[src/rtl/fir_seq_pkg.sv]
// Shared types and defaults for the FIR sample sequencer.
package fir_seq_pkg;

  typedef enum logic [1:0] {
    IDLE  = 2'd0,
    ISSUE = 2'd1,
    WAIT  = 2'd2
  } state_e;

  localparam int unsigned DEFAULT_DATA_SIZE      = 16;
  localparam int unsigned DEFAULT_FIFO_DEPTH     = 4;
  localparam int unsigned DEFAULT_TIMEOUT_CYCLES = 2048;
  localparam int unsigned DEFAULT_CNT_WIDTH      = 16;

  function automatic int unsigned ptr_width(input int unsigned depth);
    return $clog2(depth);
  endfunction

endpackage

[src/rtl/fir_seq_fifo.sv]
// Small synchronous FIFO buffering input samples ahead of the FIR.
module fir_seq_fifo
  import fir_seq_pkg::*;
#(
  parameter int unsigned DATA_SIZE  = DEFAULT_DATA_SIZE,
  parameter int unsigned FIFO_DEPTH = DEFAULT_FIFO_DEPTH
) (
  input  logic                 clk_i,
  input  logic                 rst_i,
  input  logic                 push_i,
  input  logic [DATA_SIZE-1:0] data_i,
  input  logic                 pop_i,
  output logic [DATA_SIZE-1:0] head_o,
  output logic                 full_o,
  output logic                 empty_o
);

  localparam int unsigned PTR_W = ptr_width(FIFO_DEPTH);
  localparam int unsigned CNT_W = PTR_W + 1;

  logic [DATA_SIZE-1:0] mem_q [FIFO_DEPTH];
  logic [PTR_W-1:0]     wr_ptr_q, wr_ptr_d;
  logic [PTR_W-1:0]     rd_ptr_q, rd_ptr_d;
  logic [CNT_W-1:0]     count_q, count_d;
  logic                 full_q, full_d;
  logic                 empty_q, empty_d;
  logic                 push_ok, pop_ok;

  // Pointers wrap naturally because the depth is a power of two.
  always_comb begin
    push_ok  = push_i && !full_q;
    pop_ok   = pop_i && !empty_q;
    wr_ptr_d = wr_ptr_q + PTR_W'(push_ok);
    rd_ptr_d = rd_ptr_q + PTR_W'(pop_ok);
    count_d  = count_q + CNT_W'(push_ok) - CNT_W'(pop_ok);
    full_d   = (count_d == CNT_W'(FIFO_DEPTH));
    empty_d  = (count_d == '0);
  end

  always_ff @(posedge clk_i or posedge rst_i) begin
    if (rst_i) begin
      wr_ptr_q <= '0;
      rd_ptr_q <= '0;
      count_q  <= '0;
      full_q   <= 1'b0;
      empty_q  <= 1'b1;
    end else begin
      wr_ptr_q <= wr_ptr_d;
      rd_ptr_q <= rd_ptr_d;
      count_q  <= count_d;
      full_q   <= full_d;
      empty_q  <= empty_d;
    end
  end

  always_ff @(posedge clk_i) begin
    if (push_ok) begin
      mem_q[wr_ptr_q] <= data_i;
    end
  end

  assign head_o  = mem_q[rd_ptr_q];
  assign full_o  = full_q;
  assign empty_o = empty_q;

endmodule

[src/rtl/fir_sample_sequencer.sv]
// Feeds buffered samples to the FIR one at a time, collects each result with a
// timeout guard, and keeps latency / completion status for software.
module fir_sample_sequencer
  import fir_seq_pkg::*;
#(
  parameter int unsigned DATA_SIZE      = DEFAULT_DATA_SIZE,
  parameter int unsigned FIFO_DEPTH     = DEFAULT_FIFO_DEPTH,
  parameter int unsigned TIMEOUT_CYCLES = DEFAULT_TIMEOUT_CYCLES,
  parameter int unsigned CNT_WIDTH      = DEFAULT_CNT_WIDTH
) (
  input  logic                   clk_i,
  input  logic                   rst_i,
  input  logic                   s_valid_i,
  output logic                   s_ready_o,
  input  logic [DATA_SIZE-1:0]   s_data_i,
  output logic                   fir_valid_strobe_o,
  output logic [DATA_SIZE-1:0]   fir_sample_o,
  input  logic                   fir_valid_strobe_i,
  input  logic [2*DATA_SIZE-1:0] fir_y_i,
  output logic                   m_valid_o,
  input  logic                   m_ready_i,
  output logic [2*DATA_SIZE-1:0] m_data_o,
  output logic                   busy_o,
  output logic                   timeout_o,
  output logic [CNT_WIDTH-1:0]   last_latency_o,
  output logic [CNT_WIDTH-1:0]   sample_count_o,
  input  logic                   clear_i
);

  localparam int unsigned Y_W    = 2 * DATA_SIZE;
  localparam int unsigned LAT_W  = $clog2(TIMEOUT_CYCLES + 1);
  localparam int unsigned WIDE_W = (LAT_W > CNT_WIDTH) ? LAT_W : CNT_WIDTH;
  localparam logic [WIDE_W-1:0] CNT_MAX = WIDE_W'({CNT_WIDTH{1'b1}});

  state_e               state_q, state_d;
  logic [DATA_SIZE-1:0] sample_q, sample_d;
  logic                 strobe_q, strobe_d;
  logic [LAT_W-1:0]     lat_cnt_q, lat_cnt_d;
  logic                 m_valid_q, m_valid_d;
  logic [Y_W-1:0]       m_data_q, m_data_d;
  logic                 busy_q, busy_d;
  logic                 timeout_q, timeout_d;
  logic [CNT_WIDTH-1:0] last_lat_q, last_lat_d;
  logic [CNT_WIDTH-1:0] sample_cnt_q, sample_cnt_d;

  logic                 fifo_full, fifo_empty, fifo_pop;
  logic [DATA_SIZE-1:0] fifo_head;
  logic [LAT_W-1:0]     lat_plus1;
  logic [WIDE_W-1:0]    lat_wide;
  logic [CNT_WIDTH-1:0] lat_sat;

  fir_seq_fifo #(
    .DATA_SIZE (DATA_SIZE),
    .FIFO_DEPTH(FIFO_DEPTH)
  ) u_fifo (
    .clk_i  (clk_i),
    .rst_i  (rst_i),
    .push_i (s_valid_i),
    .data_i (s_data_i),
    .pop_i  (fifo_pop),
    .head_o (fifo_head),
    .full_o (fifo_full),
    .empty_o(fifo_empty)
  );

  // Latency as reported: WAIT cycles so far including this one, saturated.
  always_comb begin
    lat_plus1 = lat_cnt_q + LAT_W'(1);
    lat_wide  = WIDE_W'(lat_plus1);
    lat_sat   = (lat_wide > CNT_MAX) ? {CNT_WIDTH{1'b1}} : CNT_WIDTH'(lat_wide);
  end

  always_comb begin
    state_d      = state_q;
    sample_d     = sample_q;
    lat_cnt_d    = lat_cnt_q;
    m_valid_d    = m_valid_q;
    m_data_d     = m_data_q;
    timeout_d    = timeout_q;
    last_lat_d   = last_lat_q;
    sample_cnt_d = sample_cnt_q;
    fifo_pop     = 1'b0;

    if (m_valid_q && m_ready_i) begin
      m_valid_d = 1'b0;
    end

    unique case (state_q)
      IDLE: begin
        if (!fifo_empty && (!m_valid_q || m_ready_i)) begin
          state_d   = ISSUE;
          fifo_pop  = 1'b1;
          sample_d  = fifo_head;
          lat_cnt_d = '0;
        end
      end
      ISSUE: begin
        state_d = WAIT;
      end
      WAIT: begin
        lat_cnt_d = lat_plus1;
        // A result arriving on the threshold cycle still counts as success.
        if (fir_valid_strobe_i) begin
          m_data_d     = fir_y_i;
          m_valid_d    = 1'b1;
          last_lat_d   = lat_sat;
          sample_cnt_d = sample_cnt_q + CNT_WIDTH'(1);
          state_d      = IDLE;
        end else if (lat_plus1 == LAT_W'(TIMEOUT_CYCLES)) begin
          timeout_d = 1'b1;
          state_d   = IDLE;
        end
      end
      default: begin
        state_d = IDLE;
      end
    endcase

    // Status clear overrides any same-cycle update; the stream is untouched.
    if (clear_i) begin
      timeout_d    = 1'b0;
      last_lat_d   = '0;
      sample_cnt_d = '0;
    end

    strobe_d = (state_d == ISSUE);
    busy_d   = (state_d != IDLE);
  end

  always_ff @(posedge clk_i or posedge rst_i) begin
    if (rst_i) begin
      state_q      <= IDLE;
      sample_q     <= '0;
      strobe_q     <= 1'b0;
      lat_cnt_q    <= '0;
      m_valid_q    <= 1'b0;
      m_data_q     <= '0;
      busy_q       <= 1'b0;
      timeout_q    <= 1'b0;
      last_lat_q   <= '0;
      sample_cnt_q <= '0;
    end else begin
      state_q      <= state_d;
      sample_q     <= sample_d;
      strobe_q     <= strobe_d;
      lat_cnt_q    <= lat_cnt_d;
      m_valid_q    <= m_valid_d;
      m_data_q     <= m_data_d;
      busy_q       <= busy_d;
      timeout_q    <= timeout_d;
      last_lat_q   <= last_lat_d;
      sample_cnt_q <= sample_cnt_d;
    end
  end

  assign s_ready_o          = !fifo_full;
  assign fir_valid_strobe_o = strobe_q;
  assign fir_sample_o       = sample_q;
  assign m_valid_o          = m_valid_q;
  assign m_data_o           = m_data_q;
  assign busy_o             = busy_q;
  assign timeout_o          = timeout_q;
  assign last_latency_o     = last_lat_q;
  assign sample_count_o     = sample_cnt_q;

endmodule

[config.mk]
export PLATFORM = sky130hd
export DESIGN_NAME = fir_sample_sequencer
export DESIGN_NICKNAME = d
export VERILOG_FILES = /design/src/rtl/fir_seq_pkg.sv /design/src/rtl/fir_seq_fifo.sv /design/src/rtl/fir_sample_sequencer.sv
export SDC_FILE = /design/constraint.sdc
export NUM_CORES = 1
export LEC_CHECK = 0
export CAP_MARGIN = 20
export CORE_ASPECT_RATIO = 1.25
export CORE_UTILIZATION = 52
export DETAILED_ROUTE_END_ITERATION = 12
export GPL_TIMING_DRIVEN = 0
export PLACE_DENSITY_LB_ADDON = 0.05
export RECOVER_POWER = 50
export SLEW_MARGIN = 20
export SYNTH_ARGS = -nofsm -noshare
export SYNTH_HDL_FRONTEND = slang
export SYNTH_SLANG_ARGS = --single-unit
[constraint.sdc]
create_clock -name clk_i -period 4.6 [get_ports clk_i]
set_clock_uncertainty 0.2 [all_clocks]
set_input_delay 1.38 -clock clk_i [delete_from_list [all_inputs] [get_ports clk_i]]
set_output_delay 1.38 -clock clk_i [all_outputs]
set_load 0.02 [all_outputs]
# After elaboration in Yosys (flattened, before gate mapping)
# Memory sizes are Yosys's and may differ from the RTL's. A register that Yosys moved wholly into a read port is not among the register bits.
# Cells that the tools add are included.
[op_classes]
addsub = 6
n_eq_ne = 7
n_mux = 23
reduce_logical = 20
[ops]
columns = ["operator", "n"]
rows = [
  ["$mux W16", 6],
  ["$pmux W12 S2", 1],
  ["$add A16 B1 Y16 const B", 1],
  ["$add A12 B1 Y12 const B", 1],
  ["$eq A12 B12 Y1 const B", 1],
  ["$mux W12", 1],
  ["$mux W1", 11],
  ["$reduce_bool A2 Y1", 5],
  ["$reduce_and A2 Y1", 4],
  ["$mux W2", 3],
  ["$pmux W2 S3", 1],
  ["$add A2 B1 Y2", 2],
  ["$eq A2 B1 Y1 const B", 2],
  ["$logic_and A1 B1 Y1", 4],
  ["$add A3 B1 Y3", 1],
  ["$eq A3 B3 Y1 const B", 1],
  ["$logic_not A1 Y1", 3],
  ["$logic_not A3 Y1", 1],
  ["$reduce_and A3 Y1", 1],
  ["$sub A3 B1 Y3", 1],
  ["$eq A2 B2 Y1 const B", 1],
  ["$logic_not A2 Y1", 1],
  ["$ne A2 B1 Y1 const B", 1],
  ["$ne A2 B2 Y1 const B", 1],
  ["$logic_or A1 B1 Y1", 1],
]
[totals]
register_bits = 91
mem_bits_rw = 64
out_inout_bits = 85
memories = 1
[memory_table]
columns = ["name", "depth", "word_bits", "read_ports", "rd_ports_with_merged_regs", "write_ports", "line_no", "text"]
rows = [
  ["u_fifo.mem_q", 4, 16, 1, 1, 1, "fir_seq_fifo.sv:21", "logic [DATA_SIZE-1:0] mem_q [FIFO_DEPTH];"],
]

# Depth between registers and ports, before layout
# Gate-level depths: netlist of the first run.
[logic_depth]
ltp_word = 8
depth_mapped = 12
mapped_depth_nobuf = 11

# By module
# Synthesis of the first run repeated with hierarchy kept, for this count alone.
[hier_totals]
hier_cells = 538
area_unflattened_um2 = 6946.7
[by_module_without_submodules]
columns = ["mod", "instances", "cells_per_inst", "area_each_um2", "seq_area_each_um2"]
rows = [
  ["fir_sample_sequencer", 1, 423, 4180.3, 2352.3],
  ["fir_seq_fifo", 1, 115, 2766.4, 2148.3],
]

# Worst setup path after synthesis of the first run
# OpenSTA, ideal clock, no wires.
[synth_path]
path_type = "input-to-reg"
start = "in m_ready_i"
end = "reg u_fifo.full_q (netlist: u_fifo.full_o)"
setup_ns = 0.088
t_arrival_ns = 3.643
slack_ns = 0.669
stages = 12
path_cell_list = "inv_1 a21oi_2 nor3b_2 buf_2 ha_1 inv_1 ha_1 inv_1 fa_1 xnor2_1 xnor2_1 nor3b_1"
[synth_via]
elab_chain_len = 7
[synth_rtl]
columns = ["item", "line_no", "text"]
rows = [
  ["start, declared", "fir_sample_sequencer.sv:21", "input logic m_ready_i,"],
  ["$logic_or A1 B1 Y1", "fir_sample_sequencer.sv:90", "if (!fifo_empty && (!m_valid_q || m_ready_i)) begin"],
  ["$logic_and A1 B1 Y1", "fir_sample_sequencer.sv:90", ""],
  ["$mux W1", "fir_sample_sequencer.sv:90", ""],
  ["$mux W1", "fir_sample_sequencer.sv:88", "unique case (state_q)"],
  ["$logic_and A1 B1 Y1", "fir_seq_fifo.sv:32", "pop_ok = pop_i && !empty_q;"],
  ["$sub A3 B1 Y3", "fir_seq_fifo.sv:35", "count_d = count_q + CNT_W'(push_ok) - CNT_W'(pop_ok);"],
  ["named net u_fifo.count_d[2]", "fir_seq_fifo.sv:24", "logic [CNT_W-1:0] count_q, count_d;"],
  ["$eq A3 B3 Y1", "fir_seq_fifo.sv:36", "full_d = (count_d == CNT_W'(FIFO_DEPTH));"],
  ["named net u_fifo.full_d", "fir_seq_fifo.sv:25", "logic full_q, full_d;"],
  ["end signal, assigned", "fir_seq_fifo.sv:51", "full_q <= full_d;"],
  ["end, declared", "fir_seq_fifo.sv:25", ""],
]
# The timed path passes the listed nets, and every way through them passes these cells.
# A chain may end at the register's enable or synchronous reset.

# Worst setup path in the final report of the first run
# Same ends and word-level chain as after synthesis.

==> results of run 1 <==
-- kinds of logic after synthesis --
family / Yosys count
AO/OA/AOI/OAI: 51
other: 1
buffers and inverters: 43
adder cells (fa/ha/maj): 8
flip-flops: 167
AND/OR/NAND/NOR: 204
multiplexers: 35
XOR/XNOR: 30
-- what timing repair did --
| item | in CTS | in global routing |
|---|---|---|
| endpoints found under the hold margin | 0 | 0 |
| setup buffers | 0 | 1 |
| endpoints found under the setup margin | 0 | 2 |
| gates resized for setup | 0 | 1 |
-- cell usage after synthesis, drive strengths merged, types with 7 or more instances --
cell / n / area share
buf: 20 / 0.020
mux4: 16 / 0.052
dfrtp: 102 / 0.37
inv: 10 / 0.0061
nand4: 7 / 0.011
xor2: 12 / 0.015
nand2: 122 / 0.066
xnor2: 18 / 0.023
nor2: 35 / 0.019
ha: 7 / 0.013
edfxtp: 64 / 0.28
clkbuf: 13 / 0.0084
mux2: 16 / 0.026
o21ai: 23 / 0.016
a211oi: 11 / 0.012
-- per-stage QoR --
| step | utilization | power [W] | area (sq um) | hold WS (ns) | std cells |
|---|---|---|---|---|---|
| 2_1_floorplan | - | 0.003350 | 6993 | 0.2551 | 542 |
| 3_3_place_gp | 0.6628 | 0.004123 | 8544 | 0.2585 | 844 |
| 3_5_place_dp | 0.6685 | 0.004215 | 8618 | 0.2610 | 848 |
| 4_1_cts | 0.7125 | 0.005593 | 9186 | 0.2792 | 880 |
| 5_1_grt | 0.7078 | 0.005816 | 9125 | 0.2982 | 881 |
| 6_report | 0.7078 | 0.005526 | 9125 | 0.2735 | 881 |
-- layout make-up --
cell class	instances	area, sq um	area share
clock buffer	19	432.9	0.04744
timing repair buffer	139	1386	0.1519
inverter	10	43.79	0.004799
multi-input combinational	332	2218	0.2431
sequential	167	4501	0.4932
clock inverter	13	135.1	0.01481
buffer	33	197.7	0.02166
tap	168	210.2	0.02304
-- worst min-delay path: stages, from the launching register on --
cell and delay [ns]:
dfrtp_1 0.34, nand2_1 0.05, nand2_1 0.05
-- path summary, 6_finish.rpt --
kind | endpoint | depth (start not counted)
setup reg to reg | u_fifo.full_o | 11
max in group asynchronous | sample_count_o[12] | 3
hold / removal | m_data_o[17] | 2
min in group asynchronous | fir_sample_o[7] | 2
hold reg to reg | m_data_o[17] | 2
setup / recovery | u_fifo.full_o | 13
-- flip-flops by register name, summed over array words and instances (netlist names), 2 cells and up --
register,flops
fir_sample_o,16
last_latency_o,12
lat_cnt_q,12
m_data_o,32
sample_count_o,16
state_q,2
u_fifo.count_q,3
u_fifo.mem_q,64
u_fifo.rd_ptr_q,2
u_fifo.wr_ptr_q,2
-- power by group --
group	total, W	internal, W	switching [W]
Combinational	0.00199	0.000944	0.00105
Sequential	0.00217	0.00197	0.000205
Clock	0.00136	0.000763	0.000599
Total	0.00553	0.00367	0.00185
-- routing by layer --
layer  track usage  vias to the layer above  share of wire
met3       0.05605                        9          0.042
met5             0                        -              0
li1              -                     2192              -
met4       0.06481                        0         0.0072
met2        0.4147                      101           0.55
met1        0.2676                     2298           0.40
==> flow_metrics.env, run 1 <==
export IMPL_status="finished with violations"
export IMPL_violations="capacitance limit, slew limit"
export IMPL_synth_ff_type="dfrtp_1"
export IMPL_pin_count=139
export IMPL_min_from="m_data_o[17]"
export IMPL_fin_setup_tns_ns=0
export IMPL_synth_simple_area_share=0.1391
export IMPL_drtAntennaViolNets=0
export IMPL_drv_slew=36
export IMPL_setup_worst_path_class="in2reg"
export IMPL_synth_compound_area_share=0.04642
export IMPL_dieArea_sq_um=13900
export IMPL_synth_cell_types=56
export IMPL_nets=762
export IMPL_cp_max_fo=11
export IMPL_die_h_um=131.6
export IMPL_syn_inst=539
export IMPL_grt_max_degree=70
export IMPL_grt_pass1_wl_mm=24.33
export IMPL_grt_overflow_total=0
export IMPL_synth_xor_area_share=0.03763
export IMPL_cp_arrival_ns=4.33
export IMPL_drt_first_pass_iters=4
export IMPL_vias_per_cell=5.221
export IMPL_reg2reg_from="m_valid_o"
export IMPL_rows=46
export IMPL_clock_sinks=167
export IMPL_worst_setup_path_end_kind="flip-flop"
export IMPL_setup_worst_path_start="m_ready_i"
export IMPL_port_buffers=134
export IMPL_worst_setup_path_start_kind="input pin"
export IMPL_post_route_period_util=0.9144
export IMPL_cts_tree="built"
export IMPL_worst_path_largest_cell_delay_ns=0.45
export IMPL_fin_crit_ns=4.206
export IMPL_layout_setup_ws_ns=0.3938
export IMPL_async_flop_share=0.6168
export IMPL_critPathMostFrequentCell="inv_1"
export IMPL_hp_class="reg2reg"
export IMPL_cp_required_ns=4.72
export IMPL_hold_viol_final=0
export IMPL_p_leak_nw=3.718
export IMPL_grt_pass1_vias=4782
export IMPL_clk_pin_slew_ns=0.06
export IMPL_mostFrequentLayoutCell="nand2_1"
export IMPL_gp_congestion=0.8292
export IMPL_drive_gt1_frac=0.1290
export IMPL_dr_first_iter_drc_count=236
export IMPL_r2r_setup_slack_ns=1.44
export IMPL_holdBufCountCts=0
export IMPL_ys_warn_count=0
export IMPL_tightestPinTransition_ns=1.703
export IMPL_place_ws_ns=-0.3933
export IMPL_yosys_mux_area_fraction=0.08172
export IMPL_ys_seq_area_frac=0.6446
export IMPL_htreeDepth=4
export IMPL_powerDensity_nw_per_um2=605.5
export IMPL_mostFrequentLayoutCells="nand2_1 (122), clkdlybuf4s50_1 (114), dfrtp_1 (102), edfxtp_1 (64), nor2_1 (34)"
export IMPL_cap_violations=1
export IMPL_nFillCells=925
export IMPL_synth_edff_count=64
export IMPL_grt_setup_unrepaired="no"
export IMPL_syn_area_sq_um=6982
export IMPL_path_buf_inv=5
export IMPL_slowest_stage="clkdlybuf4s50_1"
export IMPL_clock_fmax_mhz=237.7
export IMPL_synth_fa_ha_area_frac=0.01541
export IMPL_relSlewSlack=-0.1416
export IMPL_ir_drop_mv=0.3774
export IMPL_clkLatencyLatePin_ns=0.42
export IMPL_drt_wl_total_mm=14.95
export IMPL_dp_hpwl_mm=10.59
export IMPL_vias=4600
export IMPL_die_w_um=105.6
export IMPL_setup_violations=0
export IMPL_crit_chain="clkdlybuf4s50_1 -> inv_1 -> a21oi_1 -> nor3b_4 -> buf_2 -> ha_1 -> inv_1 -> ha_1 -> inv_1 -> fa_1 -> xnor2_1 -> xnor2_1 -> nor3b_1"
export IMPL_clk_path_buf_depth=2
export IMPL_start_util=0.5415
export IMPL_cts_root_buf="clkbuf_16"
export IMPL_antenna_cells=0
export IMPL_cts_buffers=17
export IMPL_synth_top_family_by_area="simple AND/OR/NAND/NOR gates"
export IMPL_areaGrowthSynthToFinish_pct=30.70
export IMPL_syn_avg_cell_area_sq_um=12.95
export IMPL_core_sq_um=12890
export IMPL_ys_ff_latch=167
export IMPL_antenna_found_initial=0
export IMPL_drc_errors=0
export IMPL_wl_per_cell_um=16.97
export IMPL_grt_usage=0.2291
export IMPL_critPathTopFamily="buffers and inverters"
Note: power is estimated with default switching activity, not from simulation.
==> run 2, diff against run 1 <==
--- a/config.mk
+++ b/config.mk
@@ -5,9 +5,11 @@
 export SDC_FILE = /design/constraint.sdc
 export NUM_CORES = 1
 export LEC_CHECK = 0
+export ABC_AREA = 1
+export ABC_CLOCK_PERIOD_IN_PS = 4600
 export CAP_MARGIN = 20
 export CORE_ASPECT_RATIO = 1.25
-export CORE_UTILIZATION = 52
+export CORE_UTILIZATION = 51
 export DETAILED_ROUTE_END_ITERATION = 12
 export GPL_TIMING_DRIVEN = 0
 export PLACE_DENSITY_LB_ADDON = 0.05
==> flow_metrics.env, run 2 <==
export IMPL_setup_violations=0
export IMPL_antenna_found_initial=0
export IMPL_gp_congestion=0.8339
export IMPL_vias=5363
export IMPL_synthTopCellsByCount="nand2_1 (218), dfrtp_1 (102), edfxtp_1 (64)"
export IMPL_cts_setup_buffers=0
export IMPL_mostFrequentLayoutCell="nand2_1"
export IMPL_min_from="m_data_o[27]"
export IMPL_pin_count=139
export IMPL_cts_tree="built"
export IMPL_dieArea_sq_um=13930
export IMPL_top_register="u_fifo.mem_q"
export IMPL_hold_viol_final=0
export IMPL_r2r_end="u_fifo.full_o"
export IMPL_areaGrowthSynthToFinish_pct=31.77
export IMPL_post_route_period_util=0.9067
export IMPL_power_frac_comb=0.355
export IMPL_clkLatencyLatePin_ns=0.41
export IMPL_ys_ff_latch=167
export IMPL_clockPowerShare=0.259
export IMPL_ir_drop_mv=0.3522
export IMPL_clock_fmax_mhz=239.8
export IMPL_power_frac_seq=0.387
export IMPL_synth_edff_count=64
export IMPL_nets=905
export IMPL_grt_pass1_vias=5441
export IMPL_reg2reg_from="u_fifo.empty_o"
export IMPL_grt_setup_unrepaired="no"
export IMPL_vias_per_cell=5.222
export IMPL_p_int_w=0.003549
export IMPL_reg2reg_depth=12
export IMPL_wl_per_cell_um=15.62
export IMPL_cts_buffers=17
export IMPL_grt_overflow_total=0
export IMPL_p_sw_frac=0.3642
export IMPL_drtAntennaViolNets=0
export IMPL_setup_worst_path_class="in2reg"
export IMPL_cp_arrival_ns=4.27
export IMPL_cap_violations=1
export IMPL_start_util=0.5211
export IMPL_synth_top_area_frac=0.3719
export IMPL_yosys_area_top_type="dfrtp_1"
export IMPL_hold_ws_ns=0.2775
export IMPL_yosys_top_cells_area="dfrtp_1 (37%), edfxtp_1 (28%), nand2_1 (12%)"
export IMPL_p_leak_nw=3.906
export IMPL_status="finished with violations"
export IMPL_drv_slew=41
export IMPL_dr_first_iter_drc_count=298
export IMPL_port_buffers=133
export IMPL_slowest_stage="clkdlybuf4s50_1"
export IMPL_critPathTopFamily="buffers and inverters"
export IMPL_ys_seq_area_frac=0.6557
export IMPL_clock_sinks=167
export IMPL_cp_required_ns=4.70
export IMPL_hp_class="reg2reg"
export IMPL_worst_setup_path_end_kind="flip-flop"
export IMPL_fin_setup_tns_ns=0
export IMPL_drive_gt1_frac=0.07477
export IMPL_violations="capacitance limit, slew limit"
export IMPL_drt_wl_total_mm=16.05
export IMPL_grt_pass1_wl_mm=26.67
export IMPL_r2r_setup_slack_ns=1.42
export IMPL_core_sq_um=13170
export IMPL_mostFrequentLayoutCells="nand2_1 (220), clkdlybuf4s50_1 (114), dfrtp_1 (102), edfxtp_1 (64), nor2_1 (53)"
export IMPL_relSlewSlack=-0.2121
export IMPL_holdBufCountCts=0
export IMPL_syn_inst=683
export IMPL_holdPathEnd="m_data_o[27]"
export IMPL_nFillCells=1023
export IMPL_dp_hpwl_mm=11.36
export IMPL_powerDensity_nw_per_um2=617.2
export IMPL_fin_crit_ns=4.171
export IMPL_synth_cell_types=35
export IMPL_drt_first_pass_iters=4
export IMPL_worst_path_largest_cell_delay_ns=0.46
export IMPL_cts_resized=0
export IMPL_grt_usage=0.2478
export IMPL_syn_avg_cell_area_sq_um=10.05
export IMPL_die_w_um=105.8
export IMPL_rows=47
export IMPL_worst_setup_path_start_kind="input pin"
export IMPL_synth_ff_type="dfrtp_1"
export IMPL_drc_errors=0
export IMPL_syn_area_sq_um=6864
export IMPL_holdPathStages=2
export IMPL_instances_no_fill=1027
export IMPL_crit_chain="clkdlybuf4s50_1 -> inv_1 -> nand2_1 -> nand4_1 -> clkinv_1 -> buf_2 -> ha_1 -> inv_1 -> ha_1 -> inv_1 -> fa_1 -> xnor2_1 -> xnor2_1 -> nor3b_1"
export IMPL_tightestPinTransition_ns=1.808
export IMPL_dp_cells=995
export IMPL_cts_root_buf="clkbuf_16"
export IMPL_antenna_cells=0
export IMPL_synth_most_common_cell="nand2_1"
export IMPL_ys_warn_count=0
export IMPL_clk_pin_slew_ns=0.06
export IMPL_htreeDepth=4
export IMPL_clk_path_buf_depth=2
export IMPL_grt_max_degree=65
export IMPL_largest_reg_flops=64
export IMPL_async_flop_share=0.6168
export IMPL_cp_max_fo=11
export IMPL_path_buf_inv=6
export IMPL_critPathMostFrequentCell="inv_1"
export IMPL_p_switching_w=0.002033
export IMPL_die_h_um=131.7
[run 2: cell count changes after synthesis, moves of 15 or more]
cell	previous run	this run
nand2_1	122	218
inv_1	9	52
o21ai_0	19	51
o22ai_1	0	25
nor2_1	35	52
mux2_2	16	0
mux4_2	16	0
xnor2_1	18	2
nand3_1	3	18
[run 2: worst min-delay path, cell delays in order, from the launching register on]
cell and delay [ns]:
dfrtp_1 0.34, nand2_1 0.05, nand2_1 0.05
[run 2: cell families (layout without fill, tap and decap cells)]
group | Yosys count | in the layout | synth area share
and+or+nand+nor | 328 | 328 | 0.2012
buffers and inverters | 84 | 254 | 0.05031
DFF | 167 | 167 | 0.6557
other | 1 | 4 | 0.0005463
xor gates and xnor gates | 5 | 5 | 0.006381
AOI/OAI and AO/OA | 90 | 90 | 0.07018
adders and majority gates | 8 | 8 | 0.01568
[run 2: power groups by stage]
stage | Combinational, W | Sequential, W | Clock (W)
after floorplan | 0.000870 | 0.00241 | 0
after detailed placement | 0.00201 | 0.00218 | 0
after global routing | 0.00216 | 0.00220 | 0.00152
final | 0.00198 | 0.00216 | 0.00144
after CTS | 0.00202 | 0.00216 | 0.00147
after global placement | 0.00192 | 0.00217 | 0
[run 2: worst max path at each step]
stage	startpoint	end	slack (ns)	cells after the start
floorplan	rst_i	busy_o	0.32	1
global placement	rst_i	m_data_o[8]	-1.20	2
detailed placement	m_ready_i	u_fifo.full_o	-0.03	14
CTS	m_ready_i	u_fifo.full_o	0.41	14
global route	m_ready_i	u_fifo.full_o	0.15	14
finish	m_ready_i	u_fifo.full_o	0.43	14
[run 2: metrics by stage]
| stage | setup WS (ns) | area [sq um] | total power, W | utilization |
|---|---|---|---|---|
| after CTS | 0.4132 | 9104 | 0.005646 | 0.6911 |
| after detailed placement | -0.02878 | 8503 | 0.004191 | 0.6455 |
| after global placement | -1.199 | 8421 | 0.004090 | 0.6392 |
| final | 0.4293 | 9045 | 0.005582 | 0.6866 |
| after floorplan | 0.3178 | 6875 | 0.003283 | - |
| after global routing | 0.1487 | 9045 | 0.005891 | 0.6866 |
[run 2: cell type report]
class	count	area, sq um	area share
inverters	58	220.2	0.02435
multi-input cells	435	2027	0.2241
plain buffers	26	113.9	0.01259
flip-flops and latches	167	4501	0.4976
clock inverters	13	157.7	0.01743
clock buffers	19	442.9	0.04897
well taps	171	214.0	0.02365
repair buffers	138	1369	0.1513
[run 2: per-layer routing]
| metal | GRT usage | up-vias | share of wire |
|---|---|---|---|
| li1 | - | 2559 | - |
| met5 | 0 | - | 0 |
| met2 | 0.4372 | 162 | 0.53 |
| met1 | 0.3051 | 2625 | 0.41 |
| met3 | 0.03869 | 17 | 0.045 |
| met4 | 0.09414 | 0 | 0.017 |
==> run 3, diff against run 2 <==
--- a/config.mk
+++ b/config.mk
@@ -6,10 +6,10 @@
 export NUM_CORES = 1
 export LEC_CHECK = 0
 export ABC_AREA = 1
-export ABC_CLOCK_PERIOD_IN_PS = 4600
+export ABC_CLOCK_PERIOD_IN_PS = 5100
 export CAP_MARGIN = 20
 export CORE_ASPECT_RATIO = 1.25
-export CORE_UTILIZATION = 51
+export CORE_UTILIZATION = 55
 export DETAILED_ROUTE_END_ITERATION = 12
 export GPL_TIMING_DRIVEN = 0
 export PLACE_DENSITY_LB_ADDON = 0.05
==> constraint.sdc (replaced) <==
create_clock -name clk_i -period 5.1 [get_ports clk_i]
set_clock_uncertainty 0.2 [all_clocks]
set_input_delay 1.53 -clock clk_i [delete_from_list [all_inputs] [get_ports clk_i]]
set_output_delay 1.53 -clock clk_i [all_outputs]
set_load 0.02 [all_outputs]
==> flow_metrics.env, run 3 (synthesized netlist as in run 2, its figures left out) <==
export IMPL_status="finished clean"
export IMPL_vias_per_cell=5.320
export IMPL_mostFrequentLayoutCells="nand2_1 (220), clkdlybuf4s50_1 (113), dfrtp_1 (102), edfxtp_1 (64), nor2_1 (53)"
export IMPL_cts_root_buf="clkbuf_16"
export IMPL_grt_max_degree=77
export IMPL_core_sq_um=12160
export IMPL_crit_chain="dlygate4sd3_1 -> inv_1 -> nand2_1 -> nand4_1 -> clkinv_1 -> buf_2 -> ha_1 -> inv_1 -> ha_1 -> inv_1 -> fa_1 -> xnor2_1 -> xnor2_1 -> nor3b_1"
export IMPL_holdBufCountCts=0
export IMPL_top_register="u_fifo.mem_q"
export IMPL_vias=5448
export IMPL_holdPathStages=2
export IMPL_grt_pass1_wl_mm=25.47
export IMPL_fin_setup_tns_ns=0
export IMPL_drive_gt1_frac=0.07326
export IMPL_reg2reg_from="u_fifo.empty_o"
export IMPL_clock_sinks=167
export IMPL_dr_first_iter_drc_count=304
export IMPL_port_buffers=133
export IMPL_r2r_setup_slack_ns=1.76
export IMPL_drc_errors=0
export IMPL_holdPathEnd="m_data_o[26]"
export IMPL_dp_cells=992
export IMPL_start_util=0.5644
export IMPL_clkLatencyLatePin_ns=0.42
export IMPL_grt_pass1_vias=5362
export IMPL_post_route_period_util=0.8999
export IMPL_slowest_stage="dlygate4sd3_1"
export IMPL_antenna_cells=0
export IMPL_min_from="m_data_o[26]"
export IMPL_hold_viol_final=0
export IMPL_grt_usage=0.2605
export IMPL_worst_path_largest_cell_delay_ns=0.53
export IMPL_mostFrequentLayoutCell="nand2_1"
export IMPL_dp_hpwl_mm=11.17
export IMPL_powerDensity_nw_per_um2=551.6
export IMPL_worst_setup_path_start_kind="input pin"
export IMPL_tightestPinTransition_ns=1.406
export IMPL_p_leak_nw=3.901
export IMPL_clock_fmax_mhz=217.9
export IMPL_critPathMostFrequentCell="inv_1"
export IMPL_setup_violations=0
export IMPL_dieArea_sq_um=12930
export IMPL_r2r_end="u_fifo.full_o"
export IMPL_drt_first_pass_iters=5
export IMPL_cp_arrival_ns=4.68
export IMPL_gp_congestion=0.8165
export IMPL_cts_buffers=17
export IMPL_cts_tree="built"
export IMPL_drtAntennaViolNets=0
export IMPL_die_h_um=126.9
export IMPL_grt_setup_unrepaired="no"
export IMPL_grt_overflow_total=0
export IMPL_clk_path_buf_depth=2
export IMPL_nets=909
export IMPL_worst_setup_path_end_kind="flip-flop"
export IMPL_drt_wl_total_mm=15.88
export IMPL_instances_no_fill=1024
export IMPL_hp_class="reg2reg"
export IMPL_antenna_found_initial=0
export IMPL_cap_violations=0
export IMPL_cp_required_ns=5.19
export IMPL_relSlewSlack=0.05727
export IMPL_cp_max_fo=11
export IMPL_largest_reg_flops=64
export IMPL_finalInstanceArea_sq_um=9054
export IMPL_areaGrowthSynthToFinish_pct=31.90
export IMPL_drv_slew=0
export IMPL_placed_cell_area_sq_um=8524
export IMPL_nFillCells=892
export IMPL_reg2reg_depth=12
export IMPL_setup_worst_path_class="in2reg"
export IMPL_cts_setup_buffers=0
export IMPL_rows=45
export IMPL_wl_per_cell_um=15.51
export IMPL_htreeDepth=4
export IMPL_fin_crit_ns=4.589
export IMPL_clk_pin_slew_ns=0.06
export IMPL_ir_drop_mv=0.3209
export IMPL_pin_count=139
export IMPL_die_w_um=101.9
export IMPL_cts_resized=0
==> run 3: changes by cell type in the layout (fill, tap and decap cells not counted), sizes merged <==
cell and change:
buf +3, inv -4, clkdlybuf4s50 -1, clkbuf +1, clkinvlp +4, dlygate4sd3 +1
==> run 3: stage by stage <==
stage	util	total power (W)	setup slack [ns]	hold WS, ns
floorplan	-	0.002961	0.6678	0.2551
global placement	0.6917	0.003676	-0.8217	0.2610
detailed placement	0.7009	0.003779	0.1887	0.2647
CTS	0.7493	0.005045	0.6567	0.2816
global route	0.7444	0.005259	0.3644	0.2907
finish	0.7444	0.004994	0.5107	0.2748
==> run 3: how the worst max path moves through the flow <==
stage	start	endpoint	cells after the start
2_1_floorplan	rst_i	busy_o	1
3_3_place_gp	rst_i	fir_sample_o[8]	2
3_5_place_dp	m_ready_i	u_fifo.full_o	14
4_1_cts	m_ready_i	u_fifo.full_o	14
5_1_grt	m_ready_i	u_fifo.full_o	14
6_report	m_ready_i	u_fifo.full_o	14
==> run 3: critical path: cells and delay by family <==
family                   cells  cell delay [ns]
buffers and inverters        6             1.26
adder cells (fa/ha/maj)      3             0.82
AND/OR/NAND/NOR              3             0.68
XOR/XNOR                     2             0.38
==> run 3: cell type report <==
cell class / count / area, sq um / area share
well taps: 164 / 205.2 / 0.02266
clock buffers: 19 / 442.9 / 0.04892
flip-flops and latches: 167 / 4501 / 0.4971
multi-input cells: 435 / 2017 / 0.2228
clock inverters: 13 / 145.1 / 0.01603
repair buffers: 142 / 1408 / 0.1555
inverters: 58 / 220.2 / 0.02432
plain buffers: 26 / 115.1 / 0.01271
==> run 3: layer usage <==
layer	up-vias	share of wire	global-route usage
li1	2568	-	-
met4	0	0.028	0.1185
met3	34	0.050	0.04683
met5	-	0	0
met1	2667	0.40	0.3174
met2	179	0.52	0.4479
==> run 3: power breakdown <==
group | total (W) | switching (W) | leakage, nW | internal, W
Clock | 0.00126 | 0.000526 | 0.271 | 0.000739
Sequential | 0.00194 | 0.000184 | 1.92 | 0.00176
Combinational | 0.00179 | 0.00109 | 1.71 | 0.000694
Total | 0.00499 | 0.00180 | 3.90 | 0.00319
